==> src/rtl/count_seq_pkg.sv <==
// count_seq_pkg: shared types and constants for the count sequencer.
// Holds the FSM state encodings, the command codes produced by the edge
// arbiter, the 0..99 counter range and the terminal-value helper.
package count_seq_pkg;

    localparam int CNT_W = 7;
    localparam logic [CNT_W-1:0] CNT_MAX = 7'd99;
    localparam logic [CNT_W-1:0] CNT_MIN = 7'd0;

    typedef enum logic [2:0] {
        ST_IDLE  = 3'd0,
        ST_RUN   = 3'd1,
        ST_PAUSE = 3'd2,
        ST_DONE  = 3'd3
    } state_t;

    typedef enum logic [1:0] {
        CMD_NONE  = 2'd0,
        CMD_START = 2'd1,
        CMD_LOAD  = 2'd2,
        CMD_STOP  = 2'd3
    } cmd_t;

    // Up-counting treats anything at or beyond 99 as terminal so an
    // out-of-range feedback value never gets stepped further.
    function automatic logic at_terminal(input logic up, input logic [CNT_W-1:0] value);
        return up ? (value >= CNT_MAX) : (value == CNT_MIN);
    endfunction

endpackage

==> src/rtl/count_seq_edge.sv <==
// count_seq_edge: registers a level request and emits a one-cycle pulse
// one cycle after each rising edge. The detector only arms after the
// request has been observed low, so a level held through reset release
// is not mistaken for a new command.
module count_seq_edge (
    input  logic clk,
    input  logic rst_n,
    input  logic req,
    output logic pulse
);

    logic req_p0;
    logic req_p1;
    logic armed;

    // Two-deep request history plus the "seen low since reset" flag
    always_ff @(posedge clk or negedge rst_n) begin
        if (!rst_n) begin
            req_p0 <= 1'b0;
            req_p1 <= 1'b0;
            armed  <= 1'b0;
        end else begin
            req_p0 <= req;
            req_p1 <= req_p0;
            armed  <= armed | ~req;
        end
    end

    assign pulse = req_p0 & ~req_p1 & armed;

endmodule

==> src/rtl/count_seq_ctrl.sv <==
// count_seq_ctrl: start/stop/load sequencer driving an external 0..99
// counter through one-cycle step and load strobes, paced by a prescaler
// that runs only in RUN.
// Optional build macro COUNT_SEQ_AUTOREVERSE_EN: a terminal tick flips the
// direction and keeps running (ping-pong) instead of entering DONE.
module count_seq_ctrl
    import count_seq_pkg::*;
#(
    parameter int TICK_DIV = 4,
    parameter int LOAD_UP  = 90,
    parameter int LOAD_DN  = 10
) (
    input  logic             clk,
    input  logic             rst_n,
    input  logic             start,
    input  logic             stop,
    input  logic             load,
    input  logic             up_down,
    input  logic [CNT_W-1:0] count_in,
    output logic             cnt_en,
    output logic             cnt_up,
    output logic             cnt_load,
    output logic [CNT_W-1:0] cnt_load_val,
    output logic             busy,
    output logic             done,
    output logic [2:0]       state_o
);

    localparam int PRESC_W = 16;
    localparam logic [PRESC_W-1:0] PRESC_LAST = PRESC_W'(TICK_DIV - 1);
    localparam logic [CNT_W-1:0]   LOAD_UP_V  = CNT_W'(LOAD_UP);
    localparam logic [CNT_W-1:0]   LOAD_DN_V  = CNT_W'(LOAD_DN);

    state_t             state;
    logic [PRESC_W-1:0] presc;
    logic               dir;
    logic               start_p;
    logic               stop_p;
    logic               load_p;
    cmd_t               cmd;
    logic               tick;

    count_seq_edge u_start_edge (.clk(clk), .rst_n(rst_n), .req(start), .pulse(start_p));
    count_seq_edge u_stop_edge  (.clk(clk), .rst_n(rst_n), .req(stop),  .pulse(stop_p));
    count_seq_edge u_load_edge  (.clk(clk), .rst_n(rst_n), .req(load),  .pulse(load_p));

    // Resolve coincident command edges: stop beats load beats start
    always_comb begin
        cmd = CMD_NONE;
        if (stop_p)       cmd = CMD_STOP;
        else if (load_p)  cmd = CMD_LOAD;
        else if (start_p) cmd = CMD_START;
    end

    assign tick = (state == ST_RUN) && (presc == PRESC_LAST);

    function automatic logic [CNT_W-1:0] preload(input logic up);
        return up ? LOAD_UP_V : LOAD_DN_V;
    endfunction

    // Sequencer state, prescaler, latched direction and registered strobes
    always_ff @(posedge clk or negedge rst_n) begin
        if (!rst_n) begin
            state        <= ST_IDLE;
            presc        <= '0;
            dir          <= 1'b1;
            cnt_en       <= 1'b0;
            cnt_load     <= 1'b0;
            cnt_load_val <= '0;
        end else begin
            cnt_en   <= 1'b0;
            cnt_load <= 1'b0;
            // Prescaler free-runs in RUN and is held at zero elsewhere, so
            // every entry into RUN starts a full TICK_DIV period.
            presc    <= (state == ST_RUN && !tick) ? presc + PRESC_W'(1) : '0;
            case (state)
                ST_IDLE: begin
                    if (cmd == CMD_START) begin
                        dir   <= up_down;
                        state <= ST_RUN;
                    end else if (cmd == CMD_LOAD) begin
                        dir          <= up_down;
                        cnt_load     <= 1'b1;
                        cnt_load_val <= preload(up_down);
                    end
                end
                ST_RUN: begin
                    if (cmd == CMD_STOP) begin
                        state <= ST_PAUSE;
                    end else if (cmd == CMD_LOAD) begin
                        cnt_load     <= 1'b1;
                        cnt_load_val <= preload(dir);
                        state        <= ST_IDLE;
                    end else if (tick) begin
                        if (!at_terminal(dir, count_in)) begin
                            cnt_en <= 1'b1;
                        end else begin
`ifdef COUNT_SEQ_AUTOREVERSE_EN
                            dir <= ~dir;
`else
                            state <= ST_DONE;
`endif
                        end
                    end
                end
                ST_PAUSE: begin
                    if (cmd == CMD_STOP) begin
                        state <= ST_IDLE;
                    end else if (cmd == CMD_LOAD) begin
                        cnt_load     <= 1'b1;
                        cnt_load_val <= preload(dir);
                        state        <= ST_IDLE;
                    end else if (cmd == CMD_START) begin
                        state <= ST_RUN;
                    end
                end
                ST_DONE: begin
                    if (cmd == CMD_STOP) begin
                        state <= ST_IDLE;
                    end else if (cmd == CMD_LOAD) begin
                        // Load from DONE behaves exactly as from IDLE and
                        // leaves the sequencer idle.
                        dir          <= up_down;
                        cnt_load     <= 1'b1;
                        cnt_load_val <= preload(up_down);
                        state        <= ST_IDLE;
                    end else if (cmd == CMD_START) begin
                        // Restart from the opposite end of the range.
                        dir          <= up_down;
                        cnt_load     <= 1'b1;
                        cnt_load_val <= up_down ? CNT_MIN : CNT_MAX;
                        state        <= ST_RUN;
                    end
                end
                default: state <= ST_IDLE;
            endcase
        end
    end

    assign cnt_up  = dir;
    assign busy    = (state == ST_RUN);
    assign done    = (state == ST_DONE);
    assign state_o = state;

endmodule

==> config.mk <==
export PLATFORM = sky130hd
export DESIGN_NAME = count_seq_ctrl
export DESIGN_NICKNAME = d
export VERILOG_FILES = /design/src/rtl/count_seq_pkg.sv /design/src/rtl/count_seq_edge.sv /design/src/rtl/count_seq_ctrl.sv
export SDC_FILE = /design/constraint.sdc
export NUM_CORES = 1
export LEC_CHECK = 0
export ABC_AREA = 1
export CAP_MARGIN = 25
export CORE_UTILIZATION = 40
export CTS_CLUSTER_DIAMETER = 150
export CTS_CLUSTER_SIZE = 24
export DETAILED_ROUTE_END_ITERATION = 8
export PLACE_DENSITY_LB_ADDON = 0.25
export SYNTH_ARGS = -nofsm -noshare
export SYNTH_HDL_FRONTEND = slang
export SYNTH_HIERARCHICAL = 1
export SYNTH_SLANG_ARGS = --single-unit
==> constraint.sdc <==
create_clock -name clk -period 2.2 [get_ports clk]
set_input_delay 0.22 -clock clk [delete_from_list [all_inputs] [get_ports clk]]
set_output_delay 0.22 -clock clk [all_outputs]
set_load 0.03 [all_outputs]
Word level (Yosys, flattened, before mapping)
Cells that the tools add are included.

Register bits after elaboration: 38. Input port bits: 13. Output and inout port bits: 15. Word-level logic and storage cells: 102.

Add/sub/neg operators: 1. $lt $le $gt $ge: 1. Equality and inequality tests: 16. Multiplexer cells: 42. Bitwise gates (word level): 15. Reduce and logical (&&, ||, !) cells: 12.

Operator list (number): $mux 7 (10); $mux 3 (7); $pmux 7 s3 (1); $mux 1 (18); $add 16x1->16 const B (1); $eq 16x2->1 const B (1); $mux 16 (1); $pmux 3 s3 (1); $ne 2x2->1 const B (4); $ne 4x1->1 const B (2); $ge 7x7->1 const B (1); $logic_not 7->1 (1); $reduce_and 7->1 (1); $and 1x1->1 (6); $eq 3x2->1 const B (2); $not 1->1 (6); $eq 2x2->1 const B (2); $mux 2 (2); $reduce_and 4->1 (1); $reduce_or 2->1 (2); $eq 3x1->1 const B (1); $logic_not 3->1 (1); $ne 3x1->1 const B (1); $ne 3x3->1 const B (1); other kinds (10) (13).

Logic depth before layout (Yosys ltp)
Word-level depth: 11. Depth in mapped cells: 13. Gate-level depth less buffers: 13.

Hierarchy
The synthesis kept the hierarchy.

Modules (own cells, without submodules): count_seq_ctrl (instances 1, cells an instance 242, area each 1735.4 µm²); count_seq_edge (instances 3, cells an instance 7, area each 92.6 µm²).

Worst setup path before layout
Ideal clock, no wire load.

Path type: flip-flop to flip-flop. Start point: register u_load_edge.req_p0. End point: register cnt_load_val[6]. Library setup time: 65 ps. Arrival time: 1704 ps. Required time: 2135 ps. Path slack: 431 ps. Cell stages (with the launch flop): 12. Clock period less this slack: 1769 ps. Cell sequence: dfrtp_1 -> nand2_1 -> nor2_2 -> nor2_1 -> inv_1 -> ha_1 -> inv_1 -> ha_1 -> or2_1 -> nand3_1 -> nand2_1 -> nand2_1.

Longest elaborated chain between the ends: 8. Elaborated cells on any way between the ends: 17. Classes of those cells: 9 x eq/ne; 5 x mux; 2 x bitwise; 1 x reduce/logical.

RTL lines: from (decl) (RTL line count_seq_edge.sv:12) `logic req_p0;`; from (signal assigned) (RTL line count_seq_edge.sv:23) `req_p0 <= req;`; $and 1x1->1 (*) (2 in series) (RTL line count_seq_edge.sv:29) `assign pulse = req_p0 & ~req_p1 & armed;`; via load_p (RTL line count_seq_ctrl.sv:39) `logic load_p;`; $mux 2 (*) (RTL line count_seq_ctrl.sv:51) `else if (load_p) cmd = CMD_LOAD;`; $mux 2 (*) (RTL line count_seq_ctrl.sv:50) `if (stop_p) cmd = CMD_STOP;`; $eq 2x2->1; $mux 7 (RTL line count_seq_ctrl.sv:120) `end else if (cmd == CMD_LOAD) begin`; $mux 7 (RTL line count_seq_ctrl.sv:118) `if (cmd == CMD_STOP) begin`; $pmux 7 s3 (RTL line count_seq_ctrl.sv:76) `case (state)`; to (signal assigned) (RTL line count_seq_ctrl.sv:84) `cnt_load_val <= preload(up_down);`; to (signal assigned) (RTL line count_seq_ctrl.sv:92) `cnt_load_val <= preload(dir);`; to (signal assigned) (RTL line count_seq_ctrl.sv:111) `cnt_load_val <= preload(dir);`; to (decl) (RTL line count_seq_ctrl.sv:23) `output logic [CNT_W-1:0] cnt_load_val,`.

Mark *: on every way through the listed nets, which the timed path passes. The rest lies on a longest branch. The select of a mux whose other input is x is not followed. A chain may end at the register's enable or synchronous reset.

Worst setup path in the final report
Start point: register state[2], in the netlist state_o[2]. End point: output busy.

Longest elaborated chain between the ends: 1.

RTL lines: from (decl) (RTL line count_seq_ctrl.sv:34) `state_t state;`; from (signal assigned) (RTL line count_seq_ctrl.sv:64) `state <= ST_IDLE;`; from (signal assigned) (RTL line count_seq_ctrl.sv:80) `state <= ST_RUN;`; from (signal assigned) (RTL line count_seq_ctrl.sv:89) `state <= ST_PAUSE;`; $eq 3x1->1 (RTL line count_seq_ctrl.sv:141) `assign busy = (state == ST_RUN);`; to (decl) (RTL line count_seq_ctrl.sv:24) `output logic busy,`.

Every way passes these cells.

==> impl_metrics.yaml <==
clock_network:
  clk_pin_slew_ns: 0.07
  clockRootBuffer: "clkbuf_8"
  cts_tree: "built"
  clockBufferDepth: 2
  cts_hold_buf: 0
  cts_sinks: 36
  htreeDepth: 2
  tritoncts.num_buffers: 5
  clock_latency_ns: 0.28
place:
  place_area_mm2: 0.00235
  dp_hpwl_mm: 2.86
  place_ws_ns: 0.225
  dp.cells: 356
  io_buffers: 26
  gp_congestion: 0.898
final_layout:
  final_core_util_pct: 51.4
  fillers: 453
  finalNonFillerCells: 364
  area_delta_synth_final_pct: 22.2
  stdcell_area_mm2: 0.00246
  nNetsFinal: 317
  drive_gt1_share_pct: 10.8
  multiInputGateArea_um2: 976
  antenna_cells: 0
  regArea_um2: 902
hold_path:
  hold_class: "primary input to async pin"
worst_setup_path:
  cp_data_required_time_ns: 1.98
  cp_max_fo: 5
  arrival_ns: 1.81
  crit_type: "register to primary output"
  worst_setup_path_end_kind: "primary output"
  start_kind: "register"
sta:
  max_freq_mhz: 492
  setup_ws_ns: 0.166
  rsz0062_at_grt: "no"
  final.min_clock_period_ns: 2.03
  setup_viol_count_final: 0
  tns_ns: 0
  finalCritPeriodShare_pct: 92.5
  drv_slew: 0
  hold_violations: 0
  hold-worst-slack_ns: 0.356
  finClkSkew_ns: 0.00628
route:
  drtPass1Iterations: 5
  viasPerCell: 4.55
  num_vias: 1658
  drt_iter0_drc: 101
  drc: 0
  detail-route-antenna-nets: 0
  wl_per_cell_um: 10.5
  wl_mm: 3.82
synthesis:
  syn_inst: 263
  yosysTopAreaCell: "dfrtp_1"
  ys_warn_count: 6
  synth_area_mm2: 0.00201
  synth_cell_types: 26
  ys_ff_latch: 36
  synth_area_per_cell_um2: 7.65
  synthDominantCellAreaShare_pct: 43.5
  ys_seq_area_share_pct: 44.8
  synth_area_leaders: "dfrtp_1, nand2_1, nor2_1"
floorplanning:
  placementRows: 25
  die_area_mm2: 0.00532
  die_h_um: 72.9
  core-area_mm2: 0.00479
  start_util_pct: 42.1
  ios: 28
  die_width_um: 72.9
grt:
  grt_pass1_wl_mm: 6.91
  grt-ovfl-total: 0
  antenna_found_initial: 0
  gr-usage-all-layers_pct: 17.0
  first_global_vias: 1573
  grt_max_degree: 37
flow_run:
  cap_viol_max_count: 0
power:
  p_per_area_mw_per_mm2: 807
  p_total_mw: 1.99
  p_leak_nw: 1.11
  vdd_ir_drop_max_mv: 0.493
status:
  status: "finished clean"
## state kept, by name (all words and copies together), names as in the netlist
register	flops
u_start_edge/armed	1
cnt_load_val	5
cnt_en	1
u_load_edge/req_p1	1
u_stop_edge/req_p1	1
u_stop_edge/armed	1
u_start_edge/req_p1	1
presc	16
state_o	3
u_load_edge/req_p0	1
cnt_up	1
u_load_edge/armed	1
u_stop_edge/req_p0	1
u_start_edge/req_p0	1
cnt_load	1
## timing repair
| item | 4_1_cts | 5_1_grt |
|---|---|---|
| endpoints found under the setup margin | 0 | 2 |
| resized for setup | 0 | 1 |
| hold endpoints to repair | 0 | 0 |
| buffers inserted | 0 | 0 |
## final cells by class
type,count,share of cell area (%)
multi-input cells,194,39.7
flip-flops and latches,36,36.7
well taps,67,3.41
inverters,31,4.73
repair buffers,28,11.2
clock buffers,6,2.95
clock inverters,2,1.42
## routing by layer
layer | GRT usage [%] | up-vias | part of all wire (%)
met3 | 3.73 | 5 | 3.6
met1 | 24.2 | 739 | 52
met2 | 25.1 | 37 | 43
met5 | 0 | - | 0
li1 | - | 877 | -
met4 | 6.54 | 0 | 1.2
## placed cells by master, fill, tap and decap left out, types with 2 or more instances in the layout
| master | synthesis | routed |
|---|---|---|
| a21oi_1 | 5 | 4 |
| buf_4 | 2 | 2 |
| clkbuf_8 | 0 | 5 |
| clkdlybuf4s50_1 | 0 | 26 |
| conb_1 | 1 | 2 |
| dfrtp_1 | 35 | 35 |
| ha_1 | 8 | 8 |
| inv_1 | 29 | 29 |
| inv_2 | 2 | 2 |
| nand2_1 | 64 | 64 |
| nand2_2 | 8 | 8 |
| nand3_1 | 21 | 21 |
| nand4_1 | 2 | 2 |
| nor2_1 | 47 | 47 |
| nor2_2 | 6 | 6 |
| nor2_4 | 5 | 5 |
| nor3_1 | 5 | 5 |
| o21ai_0 | 9 | 9 |
| xor2_1 | 5 | 5 |
## logic make-up after synthesis
group                    count (synthesis)  synth area share [%]
AO/OA/AOI/OAI                           18                  4.79
XOR/XNOR                                 6                  2.61
adder cells (fa/ha/maj)                  8                  4.97
buffers and inverters                   34                  7.08
flip-flops                              36                  44.8
other                                    1                 0.186
AND/OR/NAND/NOR                        160                  35.6
## report_power, final
| part | internal (mW) | total, mW | switching (mW) |
|---|---|---|---|
| clock network | 0.336 | 0.560 | 0.223 |
| logic | 0.235 | 0.617 | 0.382 |
| registers | 0.743 | 0.810 | 0.0671 |
## path summary, 6_finish.rpt
kind	start	slack, ns	endpoint	cells after the start
setup / recovery	state_o[2]	0.17	busy	4
setup reg to reg	u_load_edge/armed	0.23	cnt_load_val[6]	11
max in group asynchronous	rst_n	1.51	cnt_up	2
hold / removal	rst_n	0.36	cnt_load_val[6]	2
hold reg to reg	u_start_edge/req_p0	0.37	u_start_edge/req_p1	0
min in group clk	u_start_edge/req_p0	0.37	u_start_edge/req_p1	0
## cell usage after synthesis (all sizes together)
| master | n |
|---|---|
| o211ai | 1 |
| ha | 8 |
| buf | 3 |
| xnor2 | 1 |
| conb | 1 |
| xor2 | 5 |
| dfstp | 1 |
| a21oi | 5 |
| a31oi | 1 |
| o21ai | 10 |
| nor4 | 1 |
| nand2 | 72 |
| nand4 | 2 |
| dfrtp | 35 |
| inv | 31 |
| o21bai | 1 |
| nor2 | 58 |
| or2 | 1 |
| nand3 | 21 |
| nor3 | 5 |
## critical path: stages (launching register included)
cell	delay, ns
dfrtp_1	0.45
nor2_4	0.19
nand2_2	0.11
inv_2	0.11
clkdlybuf4s50_1	0.67
No activity file was read; power rests on OpenSTA's default activity.
